**src/rtl/render_frame_sequencer.sv**
```systemverilog
// Frame sequencer for the main_process_0 transform core: double-buffers the transform
// parameters, issues ap_start, snoops the output stream for frame end and reports status.
module render_frame_sequencer #(
   parameter int unsigned MATRIX_WIDTH   = 16,
   parameter int unsigned COORD_WIDTH    = 19,
   parameter int unsigned SCALE_WIDTH    = 12,
   parameter int unsigned TIMEOUT_CYCLES = 1048576
) (
   input  logic                      ap_clk,
   input  logic                      ap_rst_n,
   input  logic [9*MATRIX_WIDTH-1:0] cfg_matrix,
   input  logic [3*COORD_WIDTH-1:0]  cfg_p,
   input  logic [SCALE_WIDTH-1:0]    cfg_yscale,
   input  logic [SCALE_WIDTH-1:0]    cfg_zscale,
   input  logic                      cfg_commit,
   input  logic                      cfg_run,
   input  logic                      cfg_abort,
   input  logic [31:0]               cfg_frame_pixels,
   output logic [9*MATRIX_WIDTH-1:0] act_matrix,
   output logic [3*COORD_WIDTH-1:0]  act_p,
   output logic [SCALE_WIDTH-1:0]    act_yscale,
   output logic [SCALE_WIDTH-1:0]    act_zscale,
   output logic                      ap_start,
   input  logic                      os_tvalid,
   input  logic                      os_tready,
   input  logic                      os_tlast,
   output logic                      busy,
   output logic                      frame_done,
   output logic [31:0]               frame_count,
   output logic                      pending,
   output logic                      err_short,
   output logic                      err_long,
   output logic                      err_timeout
);

   localparam int unsigned MAT_W   = 9 * MATRIX_WIDTH;
   localparam int unsigned P_W     = 3 * COORD_WIDTH;
   localparam int unsigned CNT_W   = 32;
   localparam bit          WD_EN   = (TIMEOUT_CYCLES != 0);
   localparam logic [CNT_W-1:0] WD_LAST = CNT_W'(TIMEOUT_CYCLES - 1);

   typedef enum logic [2:0] {
      S_IDLE,
      S_LOAD,
      S_START,
      S_RUN,
      S_DONE
   } state_t;

   state_t r_state;
   state_t w_next;

   logic [MAT_W-1:0]       r_sh_matrix, r_act_matrix;
   logic [P_W-1:0]         r_sh_p, r_act_p;
   logic [SCALE_WIDTH-1:0] r_sh_yscale, r_act_yscale;
   logic [SCALE_WIDTH-1:0] r_sh_zscale, r_act_zscale;
   logic [CNT_W-1:0]       r_beat_cnt, r_wd_cnt, r_frame_count;
   logic                   r_pending, r_ap_start, r_busy, r_frame_done;
   logic                   r_err_short, r_err_long, r_err_timeout;

   logic                   w_beat;
   logic [CNT_W-1:0]       w_beat_inc;
   logic                   w_load;
   logic                   w_set_short, w_set_long, w_set_timeout;

   assign w_beat     = os_tvalid & os_tready;
   assign w_beat_inc = r_beat_cnt + CNT_W'(1);
   assign w_load     = (r_state == S_LOAD) && !cfg_abort;

   // Next state and error events; abort overrides every transition
   always_comb begin
      w_next        = r_state;
      w_set_short   = 1'b0;
      w_set_long    = 1'b0;
      w_set_timeout = 1'b0;
      case (r_state)
         S_IDLE:  if (cfg_run) w_next = S_LOAD;
         S_LOAD:  w_next = S_START;
         S_START: w_next = S_RUN;
         S_RUN: begin
            if (w_beat) begin
               if (os_tlast) begin
                  w_next      = S_DONE;
                  w_set_short = (cfg_frame_pixels != '0) && (w_beat_inc < cfg_frame_pixels);
               end else if ((cfg_frame_pixels != '0) && (w_beat_inc == cfg_frame_pixels)) begin
                  w_next     = S_DONE;
                  w_set_long = 1'b1;
               end
            end else if (WD_EN && (r_wd_cnt == WD_LAST)) begin
               w_next        = S_IDLE;
               w_set_timeout = 1'b1;
            end
         end
         S_DONE:  w_next = cfg_run ? S_LOAD : S_IDLE;
         default: w_next = S_IDLE;
      endcase
      if (cfg_abort) begin
         w_next        = S_IDLE;
         w_set_short   = 1'b0;
         w_set_long    = 1'b0;
         w_set_timeout = 1'b0;
      end
   end

   // State register and registered control outputs
   always_ff @(posedge ap_clk or negedge ap_rst_n) begin
      if (!ap_rst_n) begin
         r_state       <= S_IDLE;
         r_busy        <= 1'b0;
         r_ap_start    <= 1'b0;
         r_frame_done  <= 1'b0;
         r_frame_count <= '0;
      end else begin
         r_state      <= w_next;
         r_busy       <= (w_next != S_IDLE);
         r_ap_start   <= (w_next == S_START);
         r_frame_done <= (w_next == S_DONE);
         if ((r_state == S_RUN) && (w_next == S_DONE))
            r_frame_count <= r_frame_count + CNT_W'(1);
      end
   end

   // Beat and watchdog counters, live only in RUN
   always_ff @(posedge ap_clk or negedge ap_rst_n) begin
      if (!ap_rst_n) begin
         r_beat_cnt <= '0;
         r_wd_cnt   <= '0;
      end else if (cfg_abort || (r_state == S_LOAD)) begin
         r_beat_cnt <= '0;
         r_wd_cnt   <= '0;
      end else if (r_state == S_RUN) begin
         if (w_beat) begin
            r_beat_cnt <= w_beat_inc;
            r_wd_cnt   <= '0;
         end else begin
            r_wd_cnt   <= r_wd_cnt + CNT_W'(1);
         end
      end
   end

   // Shadow/active banks; a commit coinciding with LOAD lands in the shadow only
   always_ff @(posedge ap_clk or negedge ap_rst_n) begin
      if (!ap_rst_n) begin
         r_sh_matrix  <= '0;
         r_sh_p       <= '0;
         r_sh_yscale  <= '0;
         r_sh_zscale  <= '0;
         r_act_matrix <= '0;
         r_act_p      <= '0;
         r_act_yscale <= '0;
         r_act_zscale <= '0;
         r_pending    <= 1'b0;
      end else begin
         if (cfg_commit) begin
            r_sh_matrix <= cfg_matrix;
            r_sh_p      <= cfg_p;
            r_sh_yscale <= cfg_yscale;
            r_sh_zscale <= cfg_zscale;
         end
         if (w_load) begin
            r_act_matrix <= r_sh_matrix;
            r_act_p      <= r_sh_p;
            r_act_yscale <= r_sh_yscale;
            r_act_zscale <= r_sh_zscale;
         end
         if (cfg_commit)  r_pending <= 1'b1;
         else if (w_load) r_pending <= 1'b0;
      end
   end

   // Sticky error flags, cleared by a commit while idle
   always_ff @(posedge ap_clk or negedge ap_rst_n) begin
      if (!ap_rst_n) begin
         r_err_short   <= 1'b0;
         r_err_long    <= 1'b0;
         r_err_timeout <= 1'b0;
      end else if (cfg_commit && (r_state == S_IDLE)) begin
         r_err_short   <= 1'b0;
         r_err_long    <= 1'b0;
         r_err_timeout <= 1'b0;
      end else begin
         if (w_set_short)   r_err_short   <= 1'b1;
         if (w_set_long)    r_err_long    <= 1'b1;
         if (w_set_timeout) r_err_timeout <= 1'b1;
      end
   end

   assign act_matrix  = r_act_matrix;
   assign act_p       = r_act_p;
   assign act_yscale  = r_act_yscale;
   assign act_zscale  = r_act_zscale;
   assign ap_start    = r_ap_start;
   assign busy        = r_busy;
   assign frame_done  = r_frame_done;
   assign frame_count = r_frame_count;
   assign pending     = r_pending;
   assign err_short   = r_err_short;
   assign err_long    = r_err_long;
   assign err_timeout = r_err_timeout;

endmodule
```
**config.mk**
```make
export PLATFORM = sky130hd
export DESIGN_NAME = render_frame_sequencer
export DESIGN_NICKNAME = d
export VERILOG_FILES = /design/src/rtl/render_frame_sequencer.sv
export SDC_FILE = /design/constraint.sdc
export NUM_CORES = 1
export LEC_CHECK = 0
export BUFFER_PORTS_ARGS = -buffer_cell sky130_fd_sc_hd__buf_2
export CAP_MARGIN = 20
export CORE_MARGIN = 1.5
export CORE_UTILIZATION = 39
export DETAILED_ROUTE_END_ITERATION = 10
export HOLD_SLACK_MARGIN = 0.15
export MAX_ROUTING_LAYER = met4
export PLACE_DENSITY_LB_ADDON = 0.08
export SLEW_MARGIN = 20
export SYNTH_ARGS = -nofsm -noshare
export SYNTH_HDL_FRONTEND = slang
export SYNTH_SLANG_ARGS = --single-unit
```
**constraint.sdc**
```tcl
create_clock -name ap_clk -period 9.05 [get_ports ap_clk]
set_input_delay 2.715 -clock ap_clk [delete_from_list [all_inputs] [get_ports ap_clk]]
set_output_delay 2.715 -clock ap_clk [all_outputs]
set_load 0.1 [all_outputs]
```
==> impl_metrics.env <==
export IMPL_outcome="complete, no violations"
export IMPL_gp_congestion=0.843
export IMPL_cts_setup_buffers=0
export IMPL_cpMaxStageDelayCell="nor4_2"
export IMPL_synth_seq_cells=556
export IMPL_start_kind="flip-flop"
export IMPL_synth_area_mm2=0.0230
export IMPL_skew_ns=0.0277
export IMPL_grtUsageTotal_pct=20.2
export IMPL_hold_class="flip-flop to flip-flop"
export IMPL_yosys_warnings=0
export IMPL_grt_pass1_vias=15600
export IMPL_cpLargestDelayFamily="simple AND/OR/NAND/NOR gates"
export IMPL_async_flop_share_pct=100
export IMPL_setup_viol=0
export IMPL_cp_required_ns=9.53
export IMPL_layout_min_cycle_time_ns=4.83
export IMPL_fp_dieW_um=246
export IMPL_cpPeakStageDelay_ns=0.70
export IMPL_p_per_area_mw_per_mm2=375
export IMPL_synthCells=1641
export IMPL_htree_levels=2
export IMPL_grt_overflow_total=0
export IMPL_rows=88
export IMPL_path_cells="ha_1 -> and4_1 -> nand4_1 -> nor4_2 -> nand3_1 -> xnor2_1 -> ha_1 -> and4_4 -> nand4_2 -> or4_4 -> o31ai_4 -> mux2_1"
export IMPL_synth_nets=1941
export IMPL_synth_edf_count=0
export IMPL_timing_setup_critical_path_class="flip-flop to flip-flop"
export IMPL_grt_max_degree=156
export IMPL_critPathArrivalTime_ns=5.31
export IMPL_crit_top_cell="ha_1"
export IMPL_synth_ff_type="dfrtp_1"
export IMPL_drive_gt1_share_pct=49.8
export IMPL_finalCritPeriodShare_pct=53.3
export IMPL_core_mm2=0.0579
export IMPL_clkTransAtPathRegs_ns=0.06
export IMPL_drt_iter0_markers=699
export IMPL_p_leak_nw=13.2
export IMPL_numCtsBuffers=59
export IMPL_rsz0062_at_grt="no"
export IMPL_drv_cap=0
export IMPL_hpwl_mm=42.4
export IMPL_synth_seq_area_share_pct=60.6
export IMPL_io_buffers=528
export IMPL_slew_headroom_pct=34.5
export IMPL_clock_fmax_mhz=207
export IMPL_ff2ff_setup_slack_ns=4.22
export IMPL_synth_avg_cell_area_um2=14.0
export IMPL_area_growth_pct=24.4
export IMPL_critPathMaxFanout=10
export IMPL_worstHoldPathCells=1
export IMPL_wl_per_cell_um=20.0
export IMPL_crit_cells=12
export IMPL_setup_tns_ns=0
export IMPL_start_util_pct=39.7
export IMPL_grt_pass1_wl_mm=91.6
export IMPL_first_pass_iters=5
export IMPL_r2r_cells=12
export IMPL_endpoint_kind="flip-flop"
export IMPL_io_pins=529
export IMPL_cp_num_buf_inv=0
export IMPL_vdd_drop_max_v=0.000276
export IMPL_tightest_slew_ns=0.982
export IMPL_synth_cell_types=61
export IMPL_final_antenna_net_count=0
export IMPL_cts_buffer_depth=3
export IMPL_drc=0
export IMPL_root_buffer="clkbuf_16"
export IMPL_cts_tree="built"
export IMPL_cts_resized_gates=0
export IMPL_wirelength_mm=60.2
export IMPL_antenna_found_initial=27
export IMPL_total_power_w=0.0107
export IMPL_viasPerCell=4.99
export IMPL_hold_buffers=0
export IMPL_hold_violations=0
export IMPL_finalMaxSlewViolations=0
export IMPL_die_area_mm2=0.0604
export IMPL_final_nets=2472
export IMPL_num_vias=15000
export IMPL_die_y_um=246
export IMPL_clkSinkCount=556
export IMPL_insertion_delay_ns=0.62
## cells in the final DEF (no fill, tap or decap), drive strengths merged, types with 3 or more instances in the layout
master / instances
mux2: 451
o32ai: 3
nand4: 33
nor4: 17
clkinv: 8
inv: 43
xnor2: 56
nand2: 64
nor3: 8
or3: 3
and4: 17
a31oi: 8
nand3: 45
o21ai: 43
xor2: 27
bufinv: 4
or2: 3
and2: 6
nor2: 53
dfrtp: 556
nor2b: 3
ha: 35
buf: 542
a22o: 9
clkbuf: 93
a21o: 8
a21oi: 22
nand2b: 7
diode: 27
and3: 11
o31ai: 15
## where the power goes
group,total [W],internal (W),leakage [nW],switching (W)
Combinational,0.00488,0.000810,5.48,0.00407
Clock,0.00250,0.00149,0.997,0.00101
Sequential,0.00333,0.00305,6.77,0.000279
## cell type report
class                   instances  area, µm²
diodes                         27       67.6
inverters                      43        161
well taps                     765        957
repair buffers                542       2820
clock inverters                14        211
multi-input cells             970       8630
fillers                      5243      29300
flip-flops and latches        556      13900
clock buffers                  93       1830
## cells in the mapped netlist, drive strengths merged, types with 17 or more instances
master | count | area share, %
a21oi | 22 | 0.48
and4 | 17 | 0.66
clkbuf | 62 | 1.0
dfrtp | 556 | 61
ha | 35 | 1.9
inv | 43 | 0.70
mux2 | 451 | 22
nand2 | 64 | 1.0
nand3 | 45 | 0.98
nand4 | 33 | 0.95
nor2 | 53 | 0.87
nor4 | 17 | 0.56
o21ai | 43 | 0.99
xnor2 | 56 | 2.1
xor2 | 27 | 1.0
## stage by stage
| step | instance area [µm²] | utilization [%] | setup WS, ns | hold WS (ns) | cells |
|---|---|---|---|---|---|
| after floorplan | 23000 | - | 4.15 | 0.456 | 1641 |
| after global placement | 26500 | 45.7 | 3.79 | 0.462 | 2876 |
| after detailed placement | 26500 | 45.7 | 3.76 | 0.460 | 2876 |
| after CTS | 28500 | 49.2 | 4.19 | 0.478 | 2983 |
| after global routing | 28600 | 49.4 | 3.95 | 0.493 | 3010 |
| final | 28600 | 49.4 | 4.22 | 0.473 | 3010 |
## kinds of logic (layout without fill, tap and decap cells)
family	Yosys count	after routing	share of synthesized area [%]
DFF	556	556	60.6
other	0	27	0
adders and majority gates	35	35	1.91
AOI/OAI and AO/OA	122	122	3.83
muxes	453	453	22.2
xor gates and xnor gates	83	83	3.16
and+or+nand+nor	277	277	6.41
buffers and inverters	115	692	1.94
## metal layers
layer	up-vias	part of all wire (%)	track usage (%)
met5	-	0	-
met4	0	2.9	7.24
met3	88	8.1	6.94
met2	374	51	33.1
met1	7625	38	22.9
li1	6925	-	-
## flip-flops by register name, summed over array words and instances, names as in the netlist
register,count
act_matrix,144
act_p,57
act_yscale,12
act_zscale,12
ap_start,1
busy,1
err_long,1
err_short,1
err_timeout,1
frame_count,32
frame_done,1
pending,1
r_beat_cnt,32
r_sh_matrix,144
r_sh_p,57
r_sh_yscale,12
r_sh_zscale,12
r_state,3
r_wd_cnt,32
## worst paths after layout
check,startpoint,end
worst max-delay path,r_beat_cnt[0],frame_count[1]
worst min-delay path,frame_count[31],frame_count[31]
worst max register to register,r_beat_cnt[0],frame_count[1]
worst min register to register,frame_count[31],frame_count[31]
max in group asynchronous,ap_rst_n,r_sh_matrix[128]
min in group asynchronous,ap_rst_n,r_beat_cnt[21]
No activity file was read; power rests on OpenSTA's default activity.
